==> config.mk <==
export PLATFORM = sky130hd
export DESIGN_NAME = serial_adder
export DESIGN_NICKNAME = d
export VERILOG_FILES = /design/src/rtl/serial_adder_pkg.sv /design/src/rtl/serial_adder_fa.sv /design/src/rtl/serial_adder.sv
export SDC_FILE = /design/constraint.sdc
export NUM_CORES = 1
export LEC_CHECK = 0
export ABC_CLOCK_PERIOD_IN_PS = 1500
export CAP_MARGIN = 40
export CORE_MARGIN = 2
export CORE_UTILIZATION = 35
export DETAILED_ROUTE_END_ITERATION = 10
export MAX_ROUTING_LAYER = met4
export SLEW_MARGIN = 10
export SYNTH_ARGS = -nofsm -noshare
export SYNTH_HDL_FRONTEND = slang
export SYNTH_HIERARCHICAL = 1
export SYNTH_SLANG_ARGS = --single-unit
==> constraint.sdc <==
create_clock -name clk -period 1.5 [get_ports clk]
set_input_delay 0.375 -clock clk [delete_from_list [all_inputs] [get_ports clk]]
set_output_delay 0.375 -clock clk [all_outputs]
set_load 0.01 [all_outputs]
==> src/rtl/serial_adder_pkg.sv <==
//------------------------------------------------------------------------------
// Module      : serial_adder_pkg
// Description : Shared types and sizing helpers for the bit-serial adder.
// Revision    : 1.0 - initial release
//------------------------------------------------------------------------------
`default_nettype none

package serial_adder_pkg;

    typedef enum logic [1:0] {
        IDLE = 2'd0,
        RUN  = 2'd1,
        DONE = 2'd2
    } state_e;

    // Bit counter must index 0..WIDTH-1 but never collapse to zero bits.
    function automatic int cnt_width(input int width);
        return (width <= 1) ? 1 : $clog2(width);
    endfunction

endpackage : serial_adder_pkg

`default_nettype wire

==> src/rtl/serial_adder_fa.sv <==
//------------------------------------------------------------------------------
// Module      : full_adder_bit
// Description : Combinational single-bit full adder cell.
// Revision    : 1.0 - initial release
//------------------------------------------------------------------------------
`default_nettype none

module full_adder_bit (
    input  logic a,
    input  logic b,
    input  logic cin,
    output logic sum,
    output logic cout
);

    logic w_prop;

    assign w_prop = a ^ b;
    assign sum    = w_prop ^ cin;
    assign cout   = (a & b) | (cin & w_prop);

endmodule : full_adder_bit

`default_nettype wire

==> src/rtl/serial_adder.sv <==
//------------------------------------------------------------------------------
// Module      : serial_adder
// Description : Bit-serial WIDTH-bit adder, LSB first, one bit per clock,
//               with valid/ready handshakes on operands and result.
// Revision    : 1.0 - initial release
//------------------------------------------------------------------------------
`default_nettype none

module serial_adder
    import serial_adder_pkg::*;
#(
    parameter int WIDTH = 8
) (
    input  logic             clk,
    input  logic             rst_n,
    input  logic             in_valid,
    output logic             in_ready,
    input  logic [WIDTH-1:0] a,
    input  logic [WIDTH-1:0] b,
    input  logic             cin,
    output logic             out_valid,
    input  logic             out_ready,
    output logic [WIDTH-1:0] sum,
    output logic             cout,
    output logic             busy
);

    localparam int            CW   = cnt_width(WIDTH);
    localparam logic [CW-1:0] LAST = CW'(WIDTH - 1);

    state_e           state_q,  state_d;
    logic [WIDTH-1:0] a_sr_q,   a_sr_d;
    logic [WIDTH-1:0] b_sr_q,   b_sr_d;
    logic [WIDTH-1:0] sum_sr_q, sum_sr_d;
    logic             carry_q,  carry_d;
    logic [CW-1:0]    cnt_q,    cnt_d;
    logic [WIDTH-1:0] sum_q,    sum_d;
    logic             cout_q,   cout_d;

    logic             fa_s;
    logic             fa_c;
    logic [WIDTH-1:0] sum_shift;

    full_adder_bit u_fa (
        .a    (a_sr_q[0]),
        .b    (b_sr_q[0]),
        .cin  (carry_q),
        .sum  (fa_s),
        .cout (fa_c)
    );

    // New sum bit enters at the MSB so that after WIDTH shifts bit 0 is the LSB.
    if (WIDTH == 1) begin : g_shift_w1
        assign sum_shift = fa_s;
    end else begin : g_shift_wn
        assign sum_shift = {fa_s, sum_sr_q[WIDTH-1:1]};
    end

    always_ff @(posedge clk or negedge rst_n) begin
        if (!rst_n) begin
            state_q  <= IDLE;
            a_sr_q   <= '0;
            b_sr_q   <= '0;
            sum_sr_q <= '0;
            carry_q  <= 1'b0;
            cnt_q    <= '0;
            sum_q    <= '0;
            cout_q   <= 1'b0;
        end else begin
            state_q  <= state_d;
            a_sr_q   <= a_sr_d;
            b_sr_q   <= b_sr_d;
            sum_sr_q <= sum_sr_d;
            carry_q  <= carry_d;
            cnt_q    <= cnt_d;
            sum_q    <= sum_d;
            cout_q   <= cout_d;
        end
    end

    always_comb begin
        state_d  = state_q;
        a_sr_d   = a_sr_q;
        b_sr_d   = b_sr_q;
        sum_sr_d = sum_sr_q;
        carry_d  = carry_q;
        cnt_d    = cnt_q;
        sum_d    = sum_q;
        cout_d   = cout_q;

        unique case (state_q)
            IDLE: begin
                if (in_valid) begin
                    a_sr_d  = a;
                    b_sr_d  = b;
                    carry_d = cin;
                    cnt_d   = '0;
                    state_d = RUN;
                end
            end
            RUN: begin
                a_sr_d   = a_sr_q >> 1;
                b_sr_d   = b_sr_q >> 1;
                sum_sr_d = sum_shift;
                carry_d  = fa_c;
                // Counter parks at LAST instead of wrapping.
                if (cnt_q == LAST) begin
                    sum_d   = sum_shift;
                    cout_d  = fa_c;
                    state_d = DONE;
                end else begin
                    cnt_d = cnt_q + CW'(1);
                end
            end
            DONE: begin
                if (out_ready) begin
                    state_d = IDLE;
                end
            end
            default: begin
                state_d = IDLE;
            end
        endcase
    end

    assign in_ready  = (state_q == IDLE);
    assign out_valid = (state_q == DONE);
    assign busy      = (state_q != IDLE);
    assign sum       = sum_q;
    assign cout      = cout_q;

endmodule : serial_adder

`default_nettype wire

==> results of run 1 <==
-- report_power, final --
group	internal (mW)	switching [mW]
clock network	0.371	0.338
logic	1.50	0.931
registers	1.49	0.319
-- cell families (layout without fill, tap and decap cells) --
kind of cell,count (synthesis),after routing,share of synthesized area [%]
AOI/OAI and AO/OA,37,37,16.0
adders and majority gates,3,3,2.54
muxes,17,17,12.7
DFF,38,38,53.7
and+or+nand+nor,35,36,10.9
buffers and inverters,14,67,4.10
-- layout make-up --
| type | count | share of cell area, % |
|---|---|---|
| Tap cell | 67 | 3.32 |
| Clock inverter | 1 | 0.198 |
| Sequential cell | 38 | 37.7 |
| Multi-Input combinational cell | 93 | 33.5 |
| Inverter | 6 | 0.893 |
| Timing Repair Buffer | 53 | 21.0 |
| Clock buffer | 7 | 3.42 |
-- registers in the layout, indices dropped and copies added, names as in the netlist --
signal,cells
cnt_q,3
b_sr_q,8
sum,8
a_sr_q,8
sum_sr_q,7
cout,1
carry_q,1
state_q,2
-- repair_timing --
item                                   CTS  global route
gates resized for setup                 34            18
cloned                                   0             2
pin swaps                                2             4
setup endpoints to repair               21            39
endpoints found under the hold margin    8             0
setup buffers                            4             3
hold buffers                             1             0
-- worst reg2reg max path, delay by kind of cell, from the launching register on --
kind,cells,cell delay (ns)
multiplexers,1,0.30
AND/OR/NAND/NOR,1,0.26
buffers and inverters,3,0.45
flip-flops,1,0.43
-- per-layer routing --
| metal | up-vias | part of all wire (%) | GRT usage (%) |
|---|---|---|---|
| li1 | 627 | - | - |
| met1 | 660 | 49 | 20.0 |
| met2 | 33 | 46 | 24.3 |
| met3 | 5 | 4.0 | 3.88 |
| met4 | 0 | 1.3 | 6.43 |
| met5 | - | 0 | - |
-- final timing paths --
kind,startpoint,endpoint,slack [ns]
max,state_q[1],sum_sr_q[6],-0.06
min,sum[2],sum[2],0.51
max reg2reg,state_q[1],sum_sr_q[6],-0.06
min reg2reg,sum[2],sum[2],0.51
max in group asynchronous,rst_n,b_sr_q[6],0.52
min in group asynchronous,rst_n,sum_sr_q[6],0.54
-- cells in the mapped netlist (all sizes together) --
| library cell | n | share of area (%) |
|---|---|---|
| o22a | 4 | 2.0 |
| nor3 | 2 | 0.56 |
| nor2b | 1 | 0.49 |
| nand2b | 12 | 4.4 |
| a22o | 5 | 2.5 |
| nor3b | 2 | 0.85 |
| nor2 | 4 | 0.99 |
| ha | 2 | 1.4 |
| a21oi | 1 | 0.28 |
| a221o | 9 | 5.1 |
| or2 | 1 | 0.35 |
| nand3 | 2 | 0.56 |
| mux2 | 17 | 13 |
| inv | 6 | 1.3 |
| dfrtp | 38 | 54 |
| fa | 1 | 1.1 |
| o21ai | 12 | 3.4 |
| nand2 | 11 | 2.8 |
| clkbuf | 2 | 0.42 |
| buf | 6 | 2.4 |
| a211oi | 2 | 0.85 |
| a2bb2oi | 4 | 2.0 |
==> flow_summary.yaml, run 1 <==
setup_path:
  cp-end-kind: "flop"
  cpPeakStageDelay_ns: 0.43
  crit_required_ns: 1.67
  crit_family: "buffers and inverters"
  cp.arrival_ns: 1.73
  crit_fanout: 8
  worst-path-stages: 5
  cpMostUsedCell: "buf_6"
  worst-path-buf-inv: 3
  cp_slowest_cell: "dfrtp_1"
  r2r_cells: 5
  critPathKind: "reg -> reg"
  start_kind: "flop"
  crit_chain: "buf_6 > buf_6 > nor2b_4 > buf_12 > mux2_4"
clocking:
  cts.sinks: 38
  clk_pin_slew_worst_paths_ns: 0.07
  cts_tree: "built"
  cts_buffers: 5
  cts_htree_levels: 2
  cts_root_buffer: "clkbuf_8"
  insertion_delay_ns: 0.28
  cts_max_path_buffers: 2
placed_design:
  post-place-ws_ns: -0.167
  dpl_cell_area_sq_um: 2240
  gp_congestion: 0.826
  dp_cells: 248
  place_hpwl_mm: 2.63
  port_buffers: 32
global_route:
  grt_pass1_wl_mm: 6.49
  track_usage_pct: 15.8
  grt_pass1_vias: 1409
  antenna_found_initial: 0
  grt_overflow: 0
  grt_max_degree: 18
min_path:
  whs_path_depth: 1
  worst_hold_path_type: "reg -> reg"
sta:
  hold_ws_ns: 0.505
  max_freq_mhz: 641
  finClkSkew_ns: 0.00226
  grt_setup_unrepaired: "true"
  worst_slew_margin_rel_pct: 75.9
  finalSetupViolations: 17
  worst_slew_pin_slew_ns: 0.361
  finalHoldViolCount: 0
  finalMaxSlewViolations: 0
  worst_slack_ns: -0.0595
  timing.final.crit_share_pct: 104
  tns_ns: -0.741
  fin_crit_ns: 1.56
finish:
  final_cell_mix: "38 x dfrtp_1, 19 x clkdlybuf4s50_1, 16 x mux2_4, 11 x buf_4"
  finish.instance_area_sq_um: 2520
  fin_util_pct: 52.4
  area_growth_pct: 42.4
  final_nets: 221
  multiInputGateArea_sq_um: 845
  regArea_sq_um: 951
  layout_commonest_cell: "dfrtp_1"
  drive_above_1_share_pct: 29.8
  fillers: 434
  final_cells: 265
  diodes: 0
routing:
  drt_first_pass_iters: 4
  detail-route-antenna-nets: 0
  routed_via_density: 5.00
  routed_wl_mm: 3.88
  drc: 0
  drt-initial-drc-count: 78
  wire_per_inst_microns: 14.6
  dr_total_vias: 1325
power_and_ir_drop:
  peakVddDrop_uv: 747
  cellPowerDensity_nw_per_um2: 1960
  finalPower_mw: 4.95
  p_leak_nw: 1.21
synth:
  ys_seq_elements: 38
  ys_seq_area_share_pct: 53.7
  syn_area_sq_um: 1770
  synth_nets: 168
  yosysUniqueCellTypes: 29
  yosysWarnings: 6
  synthCells: 144
  syn_area_per_cell_sq_um: 12.3
die:
  initial_core_util_pct: 36.8
  ios: 33
  dieWidth_microns: 75.1
  rows: 25
  die_area_sq_um: 5650
  die_h_microns: 75.1
  coreArea_sq_um: 4820
run_status:
  status: "finished with violations"
  violations: "negative setup slack"
run:
  maxCapViolCount: 0
Note: power is estimated with default switching activity, not from simulation.
==> inputs of run 2 (changes only) <==
ABC_CLOCK_PERIOD_IN_PS = 1800   (was 1500)
clock period = 1.8 ns   (was 1.5 ns; I/O delays follow)
==> flow_summary.yaml, run 2 (synthesized netlist as in run 1, its figures left out) <==
run_status:
  status: "completed"
clocking:
  holdBufCountCts: 0
  cts_max_path_buffers: 2
  clk_pin_slew_worst_paths_ns: 0.07
  cts_buffers: 5
  cts_htree_levels: 2
  cts.sinks: 38
  insertion_delay_ns: 0.28
  cts_tree: "built"
  cts_root_buffer: "clkbuf_8"
die:
  dieWidth_microns: 75.1
  ios: 33
  die_area_sq_um: 5650
  coreArea_sq_um: 4820
  die_h_microns: 75.1
  rows: 25
  initial_core_util_pct: 36.8
sta:
  finalSetupViolations: 0
  finalHoldViolCount: 0
  fin_crit_ns: 1.66
  finalMaxSlewViolations: 0
  timing.final.crit_share_pct: 92.2
  worst_slew_margin_rel_pct: 68.6
  grt_setup_unrepaired: "false"
  tns_ns: 0
  worst_slew_pin_slew_ns: 0.471
  max_freq_mhz: 603
  finClkSkew_ns: 0.00452
finish:
  diodes: 0
  fin_util_pct: 47.6
  final_nets: 207
  layout_commonest_cell: "dfrtp_1"
  fillers: 460
  drive_above_1_share_pct: 19.7
  area_growth_pct: 29.5
  final_cell_mix: "38 x dfrtp_1, 28 x clkdlybuf4s50_1, 11 x nand2b_1, 11 x o21ai_0, 10 x nand2_1"
placed_design:
  gp_congestion: 0.856
  place_hpwl_mm: 2.38
  port_buffers: 32
min_path:
  worst_hold_path_type: "in -> async"
setup_path:
  reg2reg_from: "state_q[0]"
  r2r_cells: 5
  cp.arrival_ns: 1.21
  rrSetupSlack_ns: 0.15
  crit_fanout: 3
  critPathKind: "reg -> out"
  crit_required_ns: 1.35
  start_kind: "flop"
  cp-end-kind: "output port"
  r2r-end: "sum_sr_q[1]"
  crit_start: "state_q[0]"
routing:
  drt_first_pass_iters: 4
  detail-route-antenna-nets: 0
  drt-initial-drc-count: 72
  drc: 0
  routed_wl_mm: 3.34
  wire_per_inst_microns: 13.4
  dr_total_vias: 1247
  routed_via_density: 4.99
global_route:
  grt_overflow: 0
  grt_pass1_wl_mm: 5.81
  track_usage_pct: 14.2
  grt_max_degree: 39
  grt_pass1_vias: 1248
  antenna_found_initial: 0
power_and_ir_drop:
  p_leak_nw: 1.05
  peakVddDrop_uv: 710
  cellPowerDensity_nw_per_um2: 1640
  finalPower_mw: 3.77
run:
  maxCapViolCount: 0
==> run 2: changes by cell type in the layout (fill, tap and decap cells not counted), sizes merged <==
cell,delta
buf,-14
clkdlybuf4s50,+9
dlygate4sd2,-6
clkbuf,-2
bufinv,+1
clkinv,-1
dlygate4sd3,-1
nand2b,-1
==> run 2: metrics by stage <==
step,hold slack [ns],setup slack (ns),instances,area [sq um]
finish,0.209,0.140,250,2290
global route,0.232,0.0605,250,2290
CTS,0.219,0.125,250,2290
detailed placement,0.495,0.0547,242,2170
global placement,0.484,0.0967,242,2170
floorplan,0.154,0.335,144,1770
==> run 2: critical path, cell delays in order, from the launching register on <==
cell           delay, ns
dfrtp_1             0.43
nand2b_1            0.18
inv_1               0.06
dlygate4sd2_1       0.26
==> run 2: what timing repair did <==
action                                  in CTS  in global routing
endpoints found under the setup margin       3                  0
buffers inserted                             1                  0
resized for setup                            4                  0
==> run 2: power breakdown <==
part	internal [mW]	switching, mW
logic	0.932	0.615
clock network	0.443	0.274
registers	1.25	0.255
==> run 2: layout make-up <==
cell class | instances | area, sq um | share of cell area [%]
clock inverters | 1 | 30.0 | 1.31
well taps | 67 | 83.8 | 3.65
repair buffers | 40 | 372 | 16.2
flip-flops and latches | 38 | 951 | 41.4
clock buffers | 6 | 82.6 | 3.60
inverters | 6 | 22.5 | 0.981
multi-input cells | 92 | 753 | 32.8
==> run 2: how the worst max path moves through the flow <==
stage                     slack (ns)         to
after global placement           0.1   cnt_q[0]
after detailed placement        0.05   cnt_q[2]
after CTS                       0.12  out_valid
final                           0.14  out_valid
after floorplan                 0.34       busy
after global routing            0.06  out_valid
==> run 2: layer usage <==
| layer | global-route usage, % | vias up | wire [microns] |
|---|---|---|---|
| met5 | - | - | 0 |
| met4 | 4.48 | 0 | 17 |
| met3 | 5.49 | 2 | 166 |
| met2 | 19.6 | 41 | 1550 |
| met1 | 19.2 | 604 | 1600 |
| li1 | - | 600 | - |
